**src/rtl/adam_pkg.sv**
```systemverilog
// Shared types and elaboration helpers for the adam reset sequencer family.
package adam_pkg;

    typedef enum logic [2:0] {
        ST_HOLD,
        ST_STAGGER,
        ST_RUN,
        ST_PAUSE,
        ST_SRST
    } adam_rst_seq_state_t;

    // Wide enough for the longer of the hold and stagger intervals.
    function automatic int adam_cnt_width(input int hold_cycles, input int stagger_cycles);
        return $clog2(((hold_cycles > stagger_cycles) ? hold_cycles : stagger_cycles) + 1);
    endfunction

    function automatic int adam_idx_width(input int channels);
        return (channels > 1) ? $clog2(channels) : 1;
    endfunction

endpackage

```
**src/rtl/adam_rst_seq_if.sv**
```systemverilog
// Per-channel reset / quiesce handshake between the sequencer and its clients.
interface adam_rst_seq_if #(
    parameter int NO_CHANNELS = 3
);
    logic [NO_CHANNELS-1:0] srst_req;
    logic [NO_CHANNELS-1:0] pause_req;
    logic [NO_CHANNELS-1:0] pause_ack;
    logic [NO_CHANNELS-1:0] rst_out;

    modport master (
        input  srst_req,
        input  pause_ack,
        output pause_req,
        output rst_out
    );

    modport slave (
        output srst_req,
        output pause_ack,
        input  pause_req,
        input  rst_out
    );
endinterface

```
**src/rtl/adam_debounce.sv**
```systemverilog
// Two-flop synchroniser for the active-low board reset, followed by a stability
// filter when ADAM_RST_SEQ_DEBOUNCE_EN is defined.
module adam_debounce #(
    parameter int CYCLES = 8
) (
    input  logic clk,
    input  logic rst,
    input  logic async_n,
    output logic level
);
    logic sync_1;
    logic sync_2;

    always_ff @(posedge clk) begin
        if (rst) begin
            sync_1 <= 1'b1;
            sync_2 <= 1'b1;
        end else begin
            sync_1 <= async_n;
            sync_2 <= sync_1;
        end
    end

`ifdef ADAM_RST_SEQ_DEBOUNCE_EN
    localparam logic [7:0] LAST = 8'(CYCLES - 1);

    logic [7:0] run_cnt;
    logic       stable;

    // A new level is taken only after CYCLES consecutive samples that differ from
    // the accepted one; any agreeing sample restarts the run.
    always_ff @(posedge clk) begin
        if (rst) begin
            run_cnt <= '0;
            stable  <= 1'b1;
        end else if (sync_2 == stable) begin
            run_cnt <= '0;
        end else if (run_cnt == LAST) begin
            run_cnt <= '0;
            stable  <= sync_2;
        end else begin
            run_cnt <= run_cnt + 8'd1;
        end
    end

    assign level = stable;
`else
    logic unused_cycles;

    assign unused_cycles = ^(8'(CYCLES));
    assign level         = sync_2;
`endif

endmodule

```
**src/rtl/adam_rst_seq.sv**
```systemverilog
// Staggered power-on reset release plus per-channel quiesce-then-reset sequencing.
// Build option: define ADAM_RST_SEQ_DEBOUNCE_EN to filter ext_rst_n.
module adam_rst_seq #(
    parameter int NO_CHANNELS     = 3,
    parameter int HOLD_CYCLES     = 16,
    parameter int STAGGER_CYCLES  = 4,
    parameter int DEBOUNCE_CYCLES = 8
) (
    input  logic           clk,
    input  logic           rst,
    input  logic           ext_rst_n,
    output logic           busy,
    adam_rst_seq_if.master bus
);
    import adam_pkg::*;

    localparam int               CNT_W     = adam_cnt_width(HOLD_CYCLES, STAGGER_CYCLES);
    localparam int               CH_W      = adam_idx_width(NO_CHANNELS);
    localparam logic [CNT_W-1:0] HOLD_LAST = CNT_W'(HOLD_CYCLES - 1);
    localparam logic [CNT_W-1:0] STAG_LAST = CNT_W'((STAGGER_CYCLES > 0) ? STAGGER_CYCLES - 1 : 0);
    localparam logic [CH_W-1:0]  LAST_CH   = CH_W'(NO_CHANNELS - 1);
    localparam bit               ONE_SHOT  = (STAGGER_CYCLES == 0) || (NO_CHANNELS == 1);

    adam_rst_seq_state_t    state;
    adam_rst_seq_state_t    state_d;
    logic [CNT_W-1:0]       cnt;
    logic [CNT_W-1:0]       cnt_d;
    logic [CNT_W-1:0]       cnt_inc;
    logic [CH_W-1:0]        chan;
    logic [CH_W-1:0]        chan_d;
    logic [CH_W-1:0]        low_req;
    logic [NO_CHANNELS-1:0] rst_out_q;
    logic [NO_CHANNELS-1:0] rst_out_d;
    logic [NO_CHANNELS-1:0] pause_q;
    logic [NO_CHANNELS-1:0] pause_d;
    logic                   ext_level;

    adam_debounce #(
        .CYCLES(DEBOUNCE_CYCLES)
    ) u_debounce (
        .clk    (clk),
        .rst    (rst),
        .async_n(ext_rst_n),
        .level  (ext_level)
    );

    assign cnt_inc = (cnt == '1) ? cnt : cnt + CNT_W'(1);

    // Lowest-index software request wins.
    always_comb begin
        low_req = '0;
        for (int k = NO_CHANNELS - 1; k >= 0; k--) begin
            if (bus.srst_req[k]) low_req = CH_W'(k);
        end
    end

    always_ff @(posedge clk) begin
        if (rst) begin
            state     <= ST_HOLD;
            cnt       <= '0;
            chan      <= '0;
            rst_out_q <= '1;
            pause_q   <= '0;
        end else begin
            state     <= state_d;
            cnt       <= cnt_d;
            chan      <= chan_d;
            rst_out_q <= rst_out_d;
            pause_q   <= pause_d;
        end
    end

    // During STAGGER, chan is the next channel to be released; elsewhere it is the
    // channel owning the current software reset.
    always_comb begin
        state_d = state;
        cnt_d   = cnt;
        chan_d  = chan;
        if (!ext_level) begin
            state_d = ST_HOLD;
            cnt_d   = '0;
            chan_d  = '0;
        end else begin
            case (state)
                ST_HOLD: begin
                    if (cnt == HOLD_LAST) begin
                        cnt_d = '0;
                        if (ONE_SHOT) begin
                            state_d = ST_RUN;
                        end else begin
                            state_d = ST_STAGGER;
                            chan_d  = CH_W'(1);
                        end
                    end else begin
                        cnt_d = cnt_inc;
                    end
                end
                ST_STAGGER: begin
                    if (cnt == STAG_LAST) begin
                        cnt_d = '0;
                        if (chan == LAST_CH) begin
                            state_d = ST_RUN;
                            chan_d  = '0;
                        end else begin
                            chan_d = chan + CH_W'(1);
                        end
                    end else begin
                        cnt_d = cnt_inc;
                    end
                end
                ST_RUN: begin
                    if (|bus.srst_req) begin
                        state_d = ST_PAUSE;
                        chan_d  = low_req;
                    end
                end
                ST_PAUSE: begin
                    if (bus.pause_ack[chan]) begin
                        state_d = ST_SRST;
                        cnt_d   = '0;
                    end
                end
                ST_SRST: begin
                    if (cnt == HOLD_LAST) begin
                        state_d = ST_RUN;
                        cnt_d   = '0;
                    end else begin
                        cnt_d = cnt_inc;
                    end
                end
                default: begin
                    state_d = ST_HOLD;
                    cnt_d   = '0;
                    chan_d  = '0;
                end
            endcase
        end
    end

    // Outputs are decoded from the next state and registered, so they never glitch.
    always_comb begin
        rst_out_d = '0;
        pause_d   = '0;
        case (state_d)
            ST_HOLD: rst_out_d = '1;
            ST_STAGGER: begin
                for (int k = 0; k < NO_CHANNELS; k++) begin
                    rst_out_d[k] = (k >= int'(chan_d));
                end
            end
            ST_PAUSE: pause_d[chan_d] = 1'b1;
            ST_SRST: begin
                rst_out_d[chan_d] = 1'b1;
                pause_d[chan_d]   = 1'b1;
            end
            default: begin
                rst_out_d = '0;
                pause_d   = '0;
            end
        endcase
    end

    assign bus.rst_out   = rst_out_q;
    assign bus.pause_req = pause_q;
    assign busy          = (state != ST_RUN);

endmodule
```
**src/flat_wrapper.sv**
```systemverilog
// flat-port wrapper written by rule: the top's interface ports become plain ports
module adam_rst_seq_flat import adam_pkg::*;
#(
    parameter int NO_CHANNELS     = 3,
    parameter int HOLD_CYCLES     = 16,
    parameter int STAGGER_CYCLES  = 4,
    parameter int DEBOUNCE_CYCLES = 8
)
  (clk, rst, ext_rst_n, busy, bus_srst_req, bus_pause_ack, bus_pause_req, bus_rst_out);
  adam_rst_seq_if #(.NO_CHANNELS(NO_CHANNELS)) bus_i ();
  input  logic clk;
  input  logic rst;
  input  logic ext_rst_n;
  output logic busy;
  input wire logic [$bits(bus_i.srst_req)-1:0] bus_srst_req;
  input wire logic [$bits(bus_i.pause_ack)-1:0] bus_pause_ack;
  output wire logic [$bits(bus_i.pause_req)-1:0] bus_pause_req;
  output wire logic [$bits(bus_i.rst_out)-1:0] bus_rst_out;
  assign bus_i.srst_req = bus_srst_req;
  assign bus_i.pause_ack = bus_pause_ack;
  assign bus_pause_req = bus_i.pause_req;
  assign bus_rst_out = bus_i.rst_out;
  adam_rst_seq #(.NO_CHANNELS(NO_CHANNELS), .HOLD_CYCLES(HOLD_CYCLES), .STAGGER_CYCLES(STAGGER_CYCLES), .DEBOUNCE_CYCLES(DEBOUNCE_CYCLES)) u_core (.clk(clk), .rst(rst), .ext_rst_n(ext_rst_n), .busy(busy), .bus(bus_i));
endmodule
```
**config.mk**
```make
export PLATFORM = sky130hd
export DESIGN_NAME = adam_rst_seq_flat
export DESIGN_NICKNAME = d
export VERILOG_FILES = /design/src/rtl/adam_pkg.sv /design/src/rtl/adam_rst_seq_if.sv /design/src/rtl/adam_debounce.sv /design/src/rtl/adam_rst_seq.sv /design/src/flat_wrapper.sv
export SDC_FILE = /design/constraint.sdc
export NUM_CORES = 1
export LEC_CHECK = 0
export ABC_CLOCK_PERIOD_IN_PS = 6600
export CORE_MARGIN = 5
export CORE_UTILIZATION = 50
export CTS_CLUSTER_DIAMETER = 200
export CTS_CLUSTER_SIZE = 20
export DETAILED_ROUTE_END_ITERATION = 16
export PLACE_DENSITY = 0.75
export REMOVE_ABC_BUFFERS = 1
export SYNTH_ARGS = -nofsm -noshare
export SYNTH_HDL_FRONTEND = slang
export SYNTH_HIERARCHICAL = 1
export SYNTH_SLANG_ARGS = --single-unit
```
**constraint.sdc**
```tcl
create_clock -name clk -period 6.6 [get_ports clk]
set_input_delay 0.99 -clock clk [delete_from_list [all_inputs] [get_ports clk]]
set_output_delay 0.99 -clock clk [all_outputs]
set_load 0.05 [all_outputs]
```
==> out/results.tsv <==
metric	value	unit
outcome	finished clean	
drt-initial-drc-count	29	
grt_max_degree	15	
place.gp.congestion	0.894	
skew	0.00604	ns
ys.warnings.count	6	
fin_tns_setup	0	ns
worst_slew_pin_slew	0.939	ns
grt_pass1_wl	4440	microns
synth_area	1030	sq um
synth_top_cell_by_area	dfxtp_1	
dpl.hpwl	1800	microns
slew-limit-headroom	37.4	%
crit_chain	nor2b_1 -> nand2b_1 -> clkdlybuf4s50_1	
clock_latency	0.29	ns
grtUsageTotal	17.1	%
cp_max_fo	13	
slew_viol_final	0	
fin_cells	161	
synth_area_leaders	dfxtp_1 (35%), nor2_1 (4.4%), nor2b_1 (3.6%)	
cp_slowest_cell	clkdlybuf4s50_1	
routedWlPerCell	14.8	microns
finalSetupViolCount	0	
worstPathRequired	5.61	ns
viasPerCell	6.24	
rsz0062_at_grt	false	
drc	0	
cts_made_buffers	3	
fp.dieW	55.5	microns
hold_viol_final	0	
cp.arrival	1.99	ns
grt.overflow.total	0	
drt_first_pass_iters	4	
p_seq_share	58.4	%
io_pins	16	
syn_inst	120	
clk_pin_slew_worst_paths	0.10	ns
grt_pass1_vias	999	
vias	1005	
post_cts_buffers	0	
cts_hold_buf	0	
routed_wl	2390	microns
antenna_found_initial	0	
hold_class	reg -> reg	
final_area	1230	sq um
slowest_delay	0.70	ns
ys.flop_type	dfxtp_1	
fmax	335	MHz
n_antenna_cell	0	
antenna_left	0	
ir_worst_vdd	0.000131	V
placedInstanceArea	1200	sq um
yosys.area.top_type_share	34.8	%
timing.max_cap.violations	0	
cts_buffer_depth	2	
die_h	55.5	microns
power_frac_clock	34.3	%
dp_worst_setup_slack	3.57	ns
portBuffers	15	
async_reset_ff_share	0	%
dp.cells	157	
fin_crit_sh	45.2	%
switchingPower	41.6	uW
share_comb_of_total_power	7.3	%
pwr_density_cell	156	nW/um^2
syn_area_per_cell	8.62	sq um
synth-seq-cells	18	
dieArea	3080	sq um
worstSetupPathType	reg -> out	
endpoint_kind	output pin	
ys_types	46	
final_util	62.9	%
cts_sinks	18	
start_kind	register	
power	193	uW
drive_gt1_share	8.21	%
p_int	152	uW
cts_resized	0	
core	1960	sq um
cts_tree	yes	
switching_share	21.6	%
layout_setup_ws	3.62	ns
synth_most_common_cell	dfxtp_1	
start_util	52.7	%
htree_levels	1	
synthTopCellsByCount	dfxtp_1 (18), nor2_1 (12), nand2_1 (9), nand3_1 (6), nor2b_1 (6)	
leakagePower	0.460	nW
fin_worst_hold_slack	0.410	ns
fin_crit	2.98	ns
cts_root_buf	clkbuf_4	
yosysSeqAreaShare	34.8	%
final_nets	145	
floorplan.rows	16	
synthToLayoutAreaGrowth	19.3	%
synth-edff-count	0	
[power groups by stage]
stage          clock (mW)  sequential (mW)  combinational, mW
3_5_place_dp            0            0.115             0.0141
4_1_cts            0.0698            0.113             0.0141
6_report           0.0663            0.113             0.0141
3_3_place_gp            0            0.115             0.0136
5_1_grt            0.0756            0.113             0.0157
2_1_floorplan           0            0.115            0.00691
[routing by layer]
| layer | GRT usage, % | wire length [microns] |
|---|---|---|
| met4 | 3.13 | 15 |
| met1 | 20.3 | 967 |
| met3 | 5.13 | 145 |
| met2 | 30.6 | 1260 |
| met5 | 0 | 0 |
[worst max-delay path: cells and delay by family, from the launching register on]
family,cells,cell delay (ns)
buffers and inverters,1,0.70
flip-flops,1,0.57
AND/OR/NAND/NOR,2,0.43
[layout make-up]
| cell class | instances | area (sq um) |
|---|---|---|
| inverters | 3 | 11.3 |
| repair buffers | 15 | 150 |
| well taps | 27 | 33.8 |
| clock buffers | 4 | 36.3 |
| multi-input cells | 94 | 643 |
| fillers | 198 | 727 |
| flip-flops and latches | 18 | 360 |
[path summary, 6_finish.rpt]
path,from,to,slack (ns),depth (start not counted)
min,u_core/u_debounce/sync_1,u_core/u_debounce/level,0.41,1
min reg2reg,u_core/u_debounce/sync_1,u_core/u_debounce/level,0.41,1
max,u_core/state[1],busy,3.62,3
max reg2reg,u_core/cnt[0],u_core/bus.rst_out[1],4.23,6
[registers in the layout, summed over array words and instances, names as in the netlist]
name                      flops
u_core/cnt                    5
u_core/bus.pause_req          3
u_core/bus.rst_out            3
u_core/state                  3
u_core/chan                   2
u_core/u_debounce/level       1
u_core/u_debounce/sync_1      1
[cell usage in the layout, fill, tap and decap left out, types with 2 or more instances in the layout]
master            n
a41oi_1           2
a21oi_1           3
nand2b_1          3
o221ai_1          4
o221a_2           2
o21ai_0           3
nor2b_1           6
or2_1             2
nand4_1           2
nand3_1           6
mux2i_1           3
o22ai_1           2
and3_1            3
clkbuf_4          3
nor2_1           12
nor3_1            5
dfxtp_1          18
clkdlybuf4s50_1  15
o21a_1            2
nand2_1           9
inv_1             3
[kinds of logic after synthesis]
kind of cell,after synthesis,share of synthesized area [%]
compound gates,30,24.8
flops,18,34.8
buf+inv,8,3.02
xor+xnor,1,0.847
fa+ha+maj,1,1.21
simple gates,59,32.4
mux,3,2.90
Power figures use the tool's default switching activity.
